<file path="config.mk">
export PLATFORM = sky130hd
export DESIGN_NAME = uart_prog_loader
export DESIGN_NICKNAME = d
export VERILOG_FILES = /design/src/rtl/upg_pkg.sv /design/src/rtl/upg_timeout_cnt.sv /design/src/rtl/uart_prog_loader.sv
export SDC_FILE = /design/constraint.sdc
export NUM_CORES = 1
export LEC_CHECK = 0
export ABC_AREA = 1
export ABC_CLOCK_PERIOD_IN_PS = 5500
export CAP_MARGIN = 20
export CORE_MARGIN = 8
export CORE_UTILIZATION = 45
export CTS_BUF_LIST = sky130_fd_sc_hd__clkbuf_16
export DETAILED_ROUTE_END_ITERATION = 16
export HOLD_SLACK_MARGIN = 0.08
export PLACE_DENSITY = 0.67
export SYNTH_ARGS = -nofsm -noshare
export SYNTH_HDL_FRONTEND = slang
export SYNTH_HIERARCHICAL = 1
export SYNTH_SLANG_ARGS = --single-unit
</file>
<file path="constraint.sdc">
create_clock -name upg_clk_i -period 5.5 [get_ports upg_clk_i]
set_input_delay 1.65 -clock upg_clk_i [delete_from_list [all_inputs] [get_ports upg_clk_i]]
set_output_delay 1.65 -clock upg_clk_i [all_outputs]
set_load 0.005 [all_outputs]
</file>
<file path="src/rtl/upg_pkg.sv">
// Shared definitions for the UART program-ROM loader (upg_* write port).
// Holds the FSM state encoding, frame constants and byte-lane indices.
package upg_pkg;

  // Default ROM depth in 32-bit words (2^UPG_ADDR_W); shared with the ROM wrapper.
  localparam int unsigned UPG_ADDR_W = 14;

  // Frame start marker.
  localparam logic [7:0] UPG_SYNC_BYTE = 8'hA5;

  // Width of the 16-bit word-count field in the frame header.
  localparam int unsigned LEN_W = 16;

  // Byte-lane geometry of a little-endian 32-bit word.
  localparam int unsigned LANE_W     = 8;
  localparam logic [1:0]  LANE_FIRST = 2'd0;
  localparam logic [1:0]  LANE_LAST  = 2'd3;

  typedef enum logic [2:0] {
    ST_IDLE,
    ST_LEN_LO,
    ST_LEN_HI,
    ST_DATA,
    ST_DONE
  } upg_state_t;

endpackage : upg_pkg

</file>
<file path="src/rtl/upg_timeout_cnt.sv">
// Inter-byte watchdog: clearable up-counter that flags its terminal count.
// Ports:
//   i_clk        clock
//   i_rst_n      synchronous active-low reset
//   i_clr        clear counter to 0 (takes priority over counting)
//   i_en         count enable; the terminal flag is only raised while enabled
//   o_expired_c  combinational: counter has reached TIMEOUT_CYCLES-1
module upg_timeout_cnt #(
  parameter int unsigned TIMEOUT_CYCLES = 1000000
) (
  input  logic i_clk,
  input  logic i_rst_n,
  input  logic i_clr,
  input  logic i_en,
  output logic o_expired_c
);

  localparam int unsigned   CNT_W = (TIMEOUT_CYCLES > 2) ? $clog2(TIMEOUT_CYCLES) : 1;
  localparam logic [CNT_W-1:0] TERM = CNT_W'(TIMEOUT_CYCLES - 1);

  logic [CNT_W-1:0] r_cnt;

  assign o_expired_c = i_en && (r_cnt == TERM);

  // Saturates at TERM so the flag stays up until the owner clears it.
  always_ff @(posedge i_clk) begin
    if (!i_rst_n || i_clr) begin
      r_cnt <= '0;
    end else if (i_en && !o_expired_c) begin
      r_cnt <= r_cnt + CNT_W'(1);
    end
  end

endmodule : upg_timeout_cnt

</file>
<file path="src/rtl/uart_prog_loader.sv">
// UART program loader: turns a framed byte stream (sync, 16-bit LE word count,
// LE 32-bit words) into single-cycle upg_* ROM word writes from address 0.
// Ports:
//   upg_clk_i    programmer clock (only clock)
//   upg_rst_n_i  synchronous active-low reset
//   rx_data_i    received byte
//   rx_valid_i   one-cycle strobe qualifying rx_data_i
//   upg_wen_o    one-cycle ROM write enable
//   upg_adr_o    ROM word address of the current write (held between writes)
//   upg_dat_o    ROM write data (held between writes)
//   upg_done_o   image complete; sticky until reset
//   upg_busy_o   frame in progress (LEN_LO, LEN_HI or DATA)
//   upg_err_o    last frame aborted; cleared by the next sync byte or reset
module uart_prog_loader
  import upg_pkg::*;
#(
  parameter int unsigned ADDR_W         = UPG_ADDR_W,
  parameter logic [7:0]  SYNC_BYTE      = UPG_SYNC_BYTE,
  parameter int unsigned TIMEOUT_CYCLES = 1000000
) (
  input  logic              upg_clk_i,
  input  logic              upg_rst_n_i,
  input  logic [7:0]        rx_data_i,
  input  logic              rx_valid_i,
  output logic              upg_wen_o,
  output logic [ADDR_W-1:0] upg_adr_o,
  output logic [31:0]       upg_dat_o,
  output logic              upg_done_o,
  output logic              upg_busy_o,
  output logic              upg_err_o
);

  // One extra bit so a full 2^ADDR_W image does not wrap before the last-word compare.
  localparam int unsigned CNT_W = ADDR_W + 1;
  localparam int unsigned CMP_W = LEN_W + 1;
  localparam logic [CMP_W-1:0] MAX_LEN = CMP_W'(1) << ADDR_W;

  upg_state_t          r_state;
  logic [LEN_W-1:0]    r_len;
  logic [CNT_W-1:0]    r_cnt;
  logic [1:0]          r_idx;
  logic [3*LANE_W-1:0] r_shift;
  logic                r_wen;
  logic [ADDR_W-1:0]   r_adr;
  logic [31:0]         r_dat;
  logic                r_done;
  logic                r_busy;
  logic                r_err;

  logic [LEN_W-1:0]    w_len_full;
  logic                w_last_word;
  logic                w_timeout;

  // Word count as it will be once the high byte in rx_data_i is captured.
  assign w_len_full  = {rx_data_i, r_len[7:0]};
  assign w_last_word = (CMP_W'(r_cnt) == (CMP_W'(r_len) - CMP_W'(1)));

  // Watchdog runs only mid-frame; any received byte restarts it.
  upg_timeout_cnt #(
    .TIMEOUT_CYCLES(TIMEOUT_CYCLES)
  ) u_timeout (
    .i_clk       (upg_clk_i),
    .i_rst_n     (upg_rst_n_i),
    .i_clr       (rx_valid_i || !r_busy),
    .i_en        (r_busy),
    .o_expired_c (w_timeout)
  );

  // Frame FSM, byte assembly and address counter; r_busy tracks the mid-frame states.
  always_ff @(posedge upg_clk_i) begin
    if (!upg_rst_n_i) begin
      r_state <= ST_IDLE;
      r_len   <= '0;
      r_cnt   <= '0;
      r_idx   <= LANE_FIRST;
      r_shift <= '0;
      r_wen   <= 1'b0;
      r_adr   <= '0;
      r_dat   <= '0;
      r_done  <= 1'b0;
      r_busy  <= 1'b0;
      r_err   <= 1'b0;
    end else begin
      r_wen <= 1'b0;
      case (r_state)
        ST_IDLE: begin
          if (rx_valid_i && (rx_data_i == SYNC_BYTE)) begin
            r_state <= ST_LEN_LO;
            r_busy  <= 1'b1;
            r_err   <= 1'b0;
            r_cnt   <= '0;
          end
        end

        ST_LEN_LO: begin
          if (rx_valid_i) begin
            r_len[7:0] <= rx_data_i;
            r_state    <= ST_LEN_HI;
          end else if (w_timeout) begin
            r_state <= ST_IDLE;
            r_busy  <= 1'b0;
            r_err   <= 1'b1;
          end
        end

        ST_LEN_HI: begin
          if (rx_valid_i) begin
            r_len[15:8] <= rx_data_i;
            r_idx       <= LANE_FIRST;
            if (w_len_full == '0) begin
              r_state <= ST_DONE;
              r_busy  <= 1'b0;
              r_done  <= 1'b1;
            end else if (CMP_W'(w_len_full) > MAX_LEN) begin
              r_state <= ST_IDLE;
              r_busy  <= 1'b0;
              r_err   <= 1'b1;
            end else begin
              r_state <= ST_DATA;
            end
          end else if (w_timeout) begin
            r_state <= ST_IDLE;
            r_busy  <= 1'b0;
            r_err   <= 1'b1;
          end
        end

        ST_DATA: begin
          if (rx_valid_i) begin
            if (r_idx == LANE_LAST) begin
              // Top lane goes straight to the output register; shift register is free again.
              r_wen <= 1'b1;
              r_adr <= r_cnt[ADDR_W-1:0];
              r_dat <= {rx_data_i, r_shift};
              r_cnt <= r_cnt + CNT_W'(1);
              r_idx <= LANE_FIRST;
              if (w_last_word) begin
                r_state <= ST_DONE;
                r_busy  <= 1'b0;
                r_done  <= 1'b1;
              end
            end else begin
              r_shift[LANE_W*int'(r_idx) +: LANE_W] <= rx_data_i;
              r_idx <= r_idx + 2'd1;
            end
          end else if (w_timeout) begin
            r_state <= ST_IDLE;
            r_busy  <= 1'b0;
            r_err   <= 1'b1;
          end
        end

        ST_DONE: begin
          // Terminal until reset; all bytes ignored.
        end

        default: begin
          r_state <= ST_IDLE;
          r_busy  <= 1'b0;
        end
      endcase
    end
  end

  assign upg_wen_o  = r_wen;
  assign upg_adr_o  = r_adr;
  assign upg_dat_o  = r_dat;
  assign upg_done_o = r_done;
  assign upg_busy_o = r_busy;
  assign upg_err_o  = r_err;

endmodule : uart_prog_loader
</file>
==> impl_metrics.toml, run 1 <==
[clock_tree]
clockRootBuffer = "sky130_fd_sc_hd__clkbuf_16"
path_clk_slew_ns = 0.06
cts_resized = 0
clk_path_buf_depth = 2
tritoncts.num_buffers = 17
cts.hold.buffers_added = 0
insertion_delay_ns = 0.42
clkSinkCount = 130
cts_setup_buffers = 0
cts_tree = "built"
htreeDepth = 4

[die]
initial_core_util_pct = 46.0
io_pins = 61
floorplan.die_area_mm2 = 0.0190
core-area_mm2 = 0.0145
die_x_um = 138
dieHeight_um = 138
fp-row-count = 44

[timing]
fmax_mhz = 263
holdWs_ns = 0.456
fin_tns_setup_ns = 0
tightest_slew_ns = 0.955
min_clock_period_post_route_ns = 3.80
worst_clock_skew_ns = 0.00999
post-route-period-util_pct = 69.1
drv_slew = 0
rsz0062_at_grt = "false"
finalSetupViolations = 0
relSlewSlack_pct = 36.2
hold_viol = 0

[logic_synthesis]
synth.distinct_cells = 42
synthesis.area_mm2 = 0.00667
synthDominantCellAreaShare_pct = 39.0
post_synth_most_frequent_cells = "155 x sky130_fd_sc_hd__nand2_1, 130 x sky130_fd_sc_hd__dfxtp_1, 110 x sky130_fd_sc_hd__inv_1"
synth_seq_area_share_pct = 39.0
postSynthRegisterBits = 130
synth_most_common_cell = "sky130_fd_sc_hd__nand2_1"
synth_warnings = 6
asyncSetResetFlopFracSynth_pct = 0
commonest_register_cell_after_synthesis = "sky130_fd_sc_hd__dfxtp_1"
post_synth_edffs = 0
mappedNetlistNets = 951
synth_top_cell_by_area = "sky130_fd_sc_hd__dfxtp_1"
post_synth_inst_count = 931
syn_avg_cell_area_um2 = 7.16
netlist_top_cells_area = "sky130_fd_sc_hd__dfxtp_1 39%, sky130_fd_sc_hd__nand2_1 8.7%, sky130_fd_sc_hd__a21oi_1 7.7%"

[pwr]
vdd_drop_max_v = 0.000210
finalPower_mw = 2.13
leakage_nw = 2.96
power_per_cell_area_mw_per_mm2 = 269

[global_route]
groute.usage.overall_pct = 18.5
globalRouteOverflowTotal = 0
grt_pass1_wl_um = 28000
grt_max_degree = 88
via_count_of_the_first_global_routing_pass = 5609
number_of_antenna_violations_at_the_first_check_in_global_routing = 0

[route]
vias_per_cell = 5.10
first_iter_violations = 462
antenna_left = 0
routedWlPerCell_um = 14.4
drt_pass1_iterations = 5
num_vias = 5967
wirelength_um = 16800
remaining_design_rule_violation_count = 0

[placed_design]
dpl.cell_count = 1140
portBuffers = 60
place_area_mm2 = 0.00732
globalplace.congestion = 0.906
post-dp-hpwl_um = 12000

[layout]
drive_above_1_share_pct = 9.83
instances_no_fill = 1171
post_layout_net_count = 995
fillers = 1395
antenna_cells = 0
multi_input_comb_area_mm2 = 0.00341
final_area_mm2 = 0.00791
flow.area_growth_from_synthesis_pct = 18.7
final-seq-area_mm2 = 0.00260

[outcome]
result_of_the_run = "finished clean"

[critical_path]
required_ns = 5.86
criticalPathCategory = "input port to flop"
setup.worst_path.end_class = "flop"
timing.critical_path.fanout_max = 20
cp-start-kind = "input port"
worst_path_arrival_time_ns = 4.16

[worst_hold_path]
min_path_type = "flop to flop"

[run]
drv.max_cap_violation_count = 0
-- metal layers --
layer / vias to the layer above / share of wire [%] / global-route usage (%)
li1: 3123 / - / -
met1: 2671 / 48 / 23.6
met2: 140 / 45 / 29.1
met3: 33 / 5.3 / 5.07
met4: 0 / 2.1 / 7.40
met5: - / 0 / 0
-- placed cells by master, fill, tap and decap left out, drive strengths merged --
cell / n
buf: 4
nor4: 8
o2111ai: 1
a31oi: 1
a311oi: 1
a41oi: 1
dfxtp: 130
inv: 118
a211oi: 7
nor2: 127
bufinv: 3
o21a: 1
clkbuf: 17
clkdlybuf4s50: 59
nand4: 16
xnor2: 13
nor3: 14
or2: 1
clkinv: 9
a21oi: 111
ha: 9
nand3b: 11
nand3: 43
clkinvlp: 3
nand2: 168
o21ai: 96
xor2: 15
-- kinds of logic (layout without fill, tap and decap cells) --
| group | after synthesis | count (layout) | share of synthesized area, % |
|---|---|---|---|
| AO/OA/AOI/OAI | 219 | 219 | 17.5 |
| flip-flops | 130 | 130 | 39.0 |
| AND/OR/NAND/NOR | 388 | 388 | 28.3 |
| buffers and inverters | 157 | 213 | 9.87 |
| adder cells (fa/ha/maj) | 9 | 9 | 1.69 |
| XOR/XNOR | 28 | 28 | 3.68 |
-- state kept, by name (all words and copies together), names as in the netlist --
signal / flops
r_cnt: 15
r_idx: 2
r_len: 16
r_shift: 24
r_state: 3
u_timeout/r_cnt: 20
upg_adr_o: 14
upg_busy_o: 1
upg_dat_o: 32
upg_done_o: 1
upg_err_o: 1
upg_wen_o: 1
-- path summary, 6_finish.rpt --
path	from	endpoint	slack (ns)	depth (start not counted)
worst max-delay path	rx_data_i[6]	r_cnt[6]	1.70	11
worst min register to register	r_shift[22]	upg_dat_o[22]	0.46	2
worst min-delay path	r_shift[22]	upg_dat_o[22]	0.46	2
worst max register to register	r_state[0]	r_cnt[6]	3.11	11
-- critical path: stages --
cell,delay (ns)
sky130_fd_sc_hd__clkdlybuf4s50_1,0.46
sky130_fd_sc_hd__inv_1,0.18
sky130_fd_sc_hd__nand4_1,0.10
sky130_fd_sc_hd__nor3_1,0.17
sky130_fd_sc_hd__nand2_1,0.09
sky130_fd_sc_hd__nand2_1,0.14
sky130_fd_sc_hd__nand3_1,0.58
sky130_fd_sc_hd__inv_1,0.35
sky130_fd_sc_hd__nand3_1,0.13
sky130_fd_sc_hd__a21oi_1,0.16
sky130_fd_sc_hd__o21a_1,0.14
-- power by group --
part	internal, mW	switching (mW)	total (mW)
registers	0.942	0.000660	0.943
clock network	0.707	0.429	1.14
logic	0.0149	0.0329	0.0479
-- cell type report --
class	instances	share of cell area, %
clock buffer	17	5.38
tap	184	2.91
sequential	130	32.9
timing repair buffer	63	7.97
multi-input combinational	644	43.1
inverter	119	5.68
clock inverter	14	2.09
-- stage by stage --
| step | setup slack [ns] | utilization (%) |
|---|---|---|
| after floorplan | 2.64 | - |
| after global placement | 1.40 | 50.6 |
| after detailed placement | 1.34 | 50.6 |
| after CTS | 1.74 | 54.6 |
| after global routing | 1.44 | 54.6 |
| final | 1.70 | 54.6 |
Power figures use the tool's default switching activity.
==> run 2, diff against run 1 <==
Settings changed: ABC_CLOCK_PERIOD_IN_PS 5500 to 3650.
Clock period 5.5 ns to 3.65 ns, I/O delays scaled along.
==> impl_metrics.toml, run 2 (synthesis results as in run 1) <==
[pwr]
power_per_cell_area_mw_per_mm2 = 408
leakage_nw = 3.00
vdd_drop_max_v = 0.000309

[global_route]
number_of_antenna_violations_at_the_first_check_in_global_routing = 0
via_count_of_the_first_global_routing_pass = 5544
grt_max_degree = 68
groute.usage.overall_pct = 18.1
globalRouteOverflowTotal = 0
grt_pass1_wl_um = 27200

[clock_tree]
clockRootBuffer = "sky130_fd_sc_hd__clkbuf_16"
cts_setup_buffers = 0
clk_path_buf_depth = 2
cts_tree = "built"
tritoncts.num_buffers = 17
clkSinkCount = 130
cts.hold.buffers_added = 0
cts_resized = 0
htreeDepth = 4
insertion_delay_ns = 0.43
path_clk_slew_ns = 0.06

[timing]
tightest_slew_ns = 0.769
finalWorstSetupSlack_ns = 0.997
fin_tns_setup_ns = 0
rsz0062_at_grt = "false"
post-route-period-util_pct = 72.7
min_clock_period_post_route_ns = 2.65
fmax_mhz = 377
drv_slew = 0
worst_clock_skew_ns = 0.00995
finalSetupViolations = 0
hold_viol = 0
relSlewSlack_pct = 48.7

[layout]
number_of_flip_flops_in_the_largest_register = 32
drive_above_1_share_pct = 10.5
layout_commonest_cell = "sky130_fd_sc_hd__nand2_1"
layout.cells.most_common_list = "155 x sky130_fd_sc_hd__nand2_1, 130 x sky130_fd_sc_hd__dfxtp_1, 110 x sky130_fd_sc_hd__inv_1, 103 x sky130_fd_sc_hd__a21oi_1, 103 x sky130_fd_sc_hd__nor2_1"
flow.area_growth_from_synthesis_pct = 19.3
antenna_cells = 0
post_layout_net_count = 1000

[placed_design]
place_worst_setup_slack_ns = 0.585
portBuffers = 60
globalplace.congestion = 0.940
post-dp-hpwl_um = 12100

[die]
fp-row-count = 44
initial_core_util_pct = 46.0
die_x_um = 138
io_pins = 61
dieHeight_um = 138
core-area_mm2 = 0.0145
floorplan.die_area_mm2 = 0.0190

[critical_path]
worst_path_arrival_time_ns = 3.02
criticalPathCategory = "input port to flop"
ff2ff_path_depth = 7
setup.worst_path.end_class = "flop"
timing.critical_path.fanout_max = 20
cp-start-kind = "input port"
required_ns = 4.02

[worst_hold_path]
min_path_type = "flop to flop"
min_path_cells = 2

[run]
drv.max_cap_violation_count = 0

[route]
num_vias = 6027
remaining_design_rule_violation_count = 0
drt_pass1_iterations = 5
antenna_left = 0
first_iter_violations = 412
vias_per_cell = 5.12
wirelength_um = 16600
routedWlPerCell_um = 14.1

[outcome]
result_of_the_run = "finished clean"
[run 2: changes by cell type in the layout (fill, tap and decap cells not counted), sizes merged]
| cell | previous run | this run |
|---|---|---|
| buf | 4 | 9 |
| inv | 118 | 122 |
| clkinv | 9 | 7 |
| clkinvlp | 3 | 2 |
[run 2: final timing paths]
kind / from / endpoint / slack [ns]
max: rx_data_i[6] / r_cnt[6] / 1.0
min: r_shift[23] / upg_dat_o[23] / 0.45
max reg2reg: r_idx[0] / r_shift[6] / 1.52
min reg2reg: r_shift[23] / upg_dat_o[23] / 0.45
[run 2: area by class of cell]
| class | count | area [µm²] |
|---|---|---|
| Clock inverter | 15 | 180 |
| Sequential cell | 130 | 2600 |
| Timing Repair Buffer | 68 | 656 |
| Inverter | 119 | 449 |
| Clock buffer | 17 | 425 |
| Tap cell | 184 | 230 |
| Multi-Input combinational cell | 644 | 3410 |
| Fill cell | 1382 | 6530 |
[run 2: routing by layer]
layer  vias up  GRT usage, %  wire length [µm]
met5         -             0                 0
met3        21          4.23               843
met1      2732          23.0              7950
met4         0          6.57               262
met2       134          29.2              7590
li1       3140             -                 -
[run 2: critical path, stage by stage]
cell and delay, ns:
sky130_fd_sc_hd__clkdlybuf4s50_1 0.46, sky130_fd_sc_hd__inv_1 0.19, sky130_fd_sc_hd__nand4_1 0.10, sky130_fd_sc_hd__nor3_1 0.14
sky130_fd_sc_hd__nand2_1 0.08, sky130_fd_sc_hd__nand2_1 0.14, sky130_fd_sc_hd__nand3_1 0.09, sky130_fd_sc_hd__buf_4 0.21
sky130_fd_sc_hd__inv_1 0.14, sky130_fd_sc_hd__nand3_1 0.10, sky130_fd_sc_hd__a21oi_1 0.14, sky130_fd_sc_hd__o21a_1 0.12
[run 2: power by group]
| group | internal, mW | leakage [nW] | switching [mW] |
|---|---|---|---|
| Clock | 1.08 | 0.292 | 0.669 |
| Combinational | 0.0226 | 1.66 | 0.0499 |
| Sequential | 1.42 | 1.05 | 0.00100 |
[run 2: stage by stage]
step	instances	instance area, µm²	hold WS (ns)	util [%]	power, mW
after floorplan	931	6670	0.430	-	1.49
after global placement	1145	7350	0.442	50.7	1.52
after detailed placement	1145	7350	0.444	50.7	1.52
after CTS	1177	7950	0.458	54.9	3.27
after global routing	1177	7950	0.470	54.9	3.34
final	1177	7950	0.455	54.9	3.24
==> RTL edit 1: new RTL, config.mk and constraints of run 2 <==
Re-encode `upg_state_t` (5 states) as one-hot, 5 bits wide.
--- a/src/rtl/upg_pkg.sv
+++ b/src/rtl/upg_pkg.sv
@@ -16,12 +16,12 @@
   localparam logic [1:0]  LANE_FIRST = 2'd0;
   localparam logic [1:0]  LANE_LAST  = 2'd3;
 
-  typedef enum logic [2:0] {
-    ST_IDLE,
-    ST_LEN_LO,
-    ST_LEN_HI,
-    ST_DATA,
-    ST_DONE
+  typedef enum logic [4:0] {
+    ST_IDLE   = 5'b00001,
+    ST_LEN_LO = 5'b00010,
+    ST_LEN_HI = 5'b00100,
+    ST_DATA   = 5'b01000,
+    ST_DONE   = 5'b10000
   } upg_state_t;
 
 endpackage : upg_pkg
Check against the original RTL: same outputs for any inputs over 4 cycles, from zero or initial values and one cycle with upg_rst_n_i low; so few cycles prove little.
==> RTL edit 1 against run 2 <==
- design area shrank 0.36%
- setup slack lost 0.22 ns
- area after synthesis shrank 0.68%
- register-to-register slack lost 0.12 ns
- sequential cell count grew 2
- critical path depth shrank 1
- worst hold slack gained 0.0013 ns
- wire length grew 3.4%
- largest cell class unchanged
Power is not compared: it rests on default switching activity, and its combinational part moved more than twofold at a synthesized area within 25%.
==> RTL edit 1: results (changes against run 2) <==
post-detail-place hpwl=11,990 um (-0.58%); mean post-synth cell area=7.227 sq um (+0.95%); first-pass GRT wire length=28,670 um (+5.5%); Synth Area in Adders=0.01701 (+0.0001150); synth cell count leaders=dfxtp_1, nand2_1, nor2_1, inv_1, a21oi_1; post-synth net total=936 (-1.6%); CP max stage delay=0.58 ns (+0.12 ns); CP arrival=3.22 ns (+0.20 ns); status=completed; worst setup path end=r_cnt[14]; Non-clk invs=108 (-9.2%); Buffers excl. clock=69 (+1.5%); layout cells sized above 1=0.1054 (+0.0006916); CP max FO=12 (-40%); XOR/XNOR Fraction of Synth Area=0.03440 (-0.002396); Iter 0 DRT Violations=430 (+4.4%); Final Core Density=0.5473 (-0.001988); FF+latch count, synth=132 (+1.5%); DR vias=6,080 (+0.88%); vias in the first global route=5,784 (+4.3%); buffering overhead=0.08527 (+0.002826); M1 wire length=8150 um (+2.5%); sequential share of the synthesized area=0.3992 (+0.008705); Synth Area in Compound Gates=0.1860 (+0.01139); area fraction of clock buffers and clock inverters=0.07548 (-0.0006708)
-- RTL edit 1: changes by cell type after synthesis, moves of 12 or more --
cell,delta
nand2_1,-23
inv_1,-12
a21oi_1,-12
a211oi_1,+16
a31oi_1,+15
o21ai_0,-13
-- RTL edit 1: how the worst min path moves through the flow --
stage	cells past startpoint	endpoint	startpoint	slack, ns
2_1_floorplan	2	r_shift[1]	r_shift[1]	0.43
3_3_place_gp	2	upg_dat_o[16]	r_shift[16]	0.45
3_5_place_dp	2	r_shift[7]	r_shift[7]	0.45
4_1_cts	2	r_shift[7]	r_shift[7]	0.46
5_1_grt	2	r_shift[1]	r_shift[1]	0.48
6_report	2	r_shift[7]	r_shift[7]	0.46
-- RTL edit 1: routing by layer --
| layer | track usage | up-vias |
|---|---|---|
| li1 | - | 3137 |
| met3 | 0.05434 | 26 |
| met2 | 0.2922 | 146 |
| met4 | 0.07966 | 0 |
| met1 | 0.2446 | 2771 |
| met5 | 0 | - |
==> RTL edit 2: new RTL, settings of run 2 <==
Made on the original files. Change the package constant `UPG_ADDR_W` from 14 to 15.
--- a/src/rtl/upg_pkg.sv
+++ b/src/rtl/upg_pkg.sv
@@ -3,7 +3,7 @@
 package upg_pkg;
 
   // Default ROM depth in 32-bit words (2^UPG_ADDR_W); shared with the ROM wrapper.
-  localparam int unsigned UPG_ADDR_W = 14;
+  localparam int unsigned UPG_ADDR_W = 15;
 
   // Frame start marker.
   localparam logic [7:0] UPG_SYNC_BYTE = 8'hA5;
Interface: changed (resized upg_adr_o); port bits go from 61 to 62. The function was not compared with the original's and may differ.
==> RTL edit 2 against run 2 <==
- first-iteration DRC count decreased by 19%
- setup slack got worse by 0.025 ns
- global-route usage decreased by 0.62 points
- clock power decreased by 3%
- wire length decreased by 3.6%
- power decreased by 1.1%
- area after synthesis decreased by 1.6%
- register-to-register slack got worse by 0.07 ns
- sequential cell count increased by 2
- via count decreased by 0.51%
- design area decreased by 0.53%
- critical path type unchanged
==> RTL edit 2: results (changes against run 2) <==
Worst slew margin=0.5774 (+0.09082); drt pass-1 iters=5 (unchanged); mean post-synth cell area=7.025 sq um (-1.9%); CP arrival=2.98 ns (-0.04 ns); Top delay family on crit path=buffers and inverters; synth cell count leaders=nand2_1, dfxtp_1, nor2_1, inv_1, a21oi_1; vias in the first global route=5,395 (-2.7%); non-filler instance count after layout=1,185 (+0.68%); Port Buffers=61 (+1.7%); nets=1,008 (+0.80%); status=completed; sequential share of the synthesized area=0.4027 (+0.01228); cell leakage power=3.066 nW (+2.3%); placed cell areas=7326 sq um (-0.29%); post-synth net total=954 (+0.32%); largest net degree at the start of global routing=78 (+15%); CP max stage delay=0.42 ns (-0.04 ns); postcts setup bufs=0 (unchanged); Worst-path clk slew=0.07 ns; maximum VDD drop=0.3322 mV (+7.6%); Synth cell types=39 (-7.1%); post-detail-place hpwl=11,670 um (-3.2%); Iter 0 DRT Violations=335 (-19%); gp weighted congestion=0.9193 (-2.2%); layout cells sized above 1=0.09391 (-0.01083); Setup WS pre-CTS=0.5525 ns (-0.03296 ns); WL final=16,050 um (-3.6%); CP max FO=7 (-65%); # resized after CTS=0 (unchanged); GRT Overall Usage=0.1746 (-0.006237); clk_skew=0.008849 ns (-0.001103 ns); first-pass GRT wire length=26,120 um (-3.9%); worst min path class=reg2reg; Num CTS Buffers=17 (unchanged); ys async rst share=0 (unchanged); synth top area cells=dfxtp_1, nand2_1, a21oi_1, o21ai_0, nor2_1; DR vias=5,996 (-0.51%)
## RTL edit 2: cell types whose count changed in the layout (fill, tap and decap cells not counted), sizes merged, moves of 6 or more
cell,before,now
nand2,168,151
nor3,14,24
o21ai,96,106
nor2,127,136
xnor2,13,5
nand3b,11,5
xor2,15,21
## RTL edit 2: power breakdown
group	leakage, nW	internal [mW]	switching [mW]
sequential	1.06	1.44	0.00120
combinational	1.72	0.0259	0.0536
clock	0.286	0.969	0.716
## RTL edit 2: metal layers
layer  vias to the layer above  global-route usage  routed length (um)
li1                       3156                   -                   -
met1                      2724              0.2184                7561
met2                        97              0.2849                7684
met3                        19             0.04736                 585
met4                         0             0.05674                 222
met5                         -                   0                   0
## RTL edit 2: cell type report
type	count	area, sq um
fillers	1406	6459
multi-input cells	652	3323
flip-flops and latches	132	2643
repair buffers	72	700.7
inverters	113	429.2
clock buffers	17	425.4
well taps	184	230.2
clock inverters	15	158.9
## RTL edit 2: final timing paths
path / start / endpoint / slack, ns / cells after the start
hold reg to reg: r_shift[15] / upg_dat_o[15] / 0.45 / 2
setup reg to reg: r_len[0] / r_state[1] / 1.45 / 15
hold / removal: r_shift[15] / upg_dat_o[15] / 0.45 / 2
setup / recovery: rx_data_i[1] / r_cnt[5] / 0.97 / 11
## RTL edit 2: cell families (layout without fill, tap and decap cells)
kind of cell,Yosys count,count (layout),share of synthesized area
and+or+nand+nor,393,393,0.2731
AOI/OAI and AO/OA,223,223,0.1768
DFF,132,132,0.4027
buffers and inverters,150,217,0.09192
adders and majority gates,9,9,0.01716
xor gates and xnor gates,27,27,0.03833
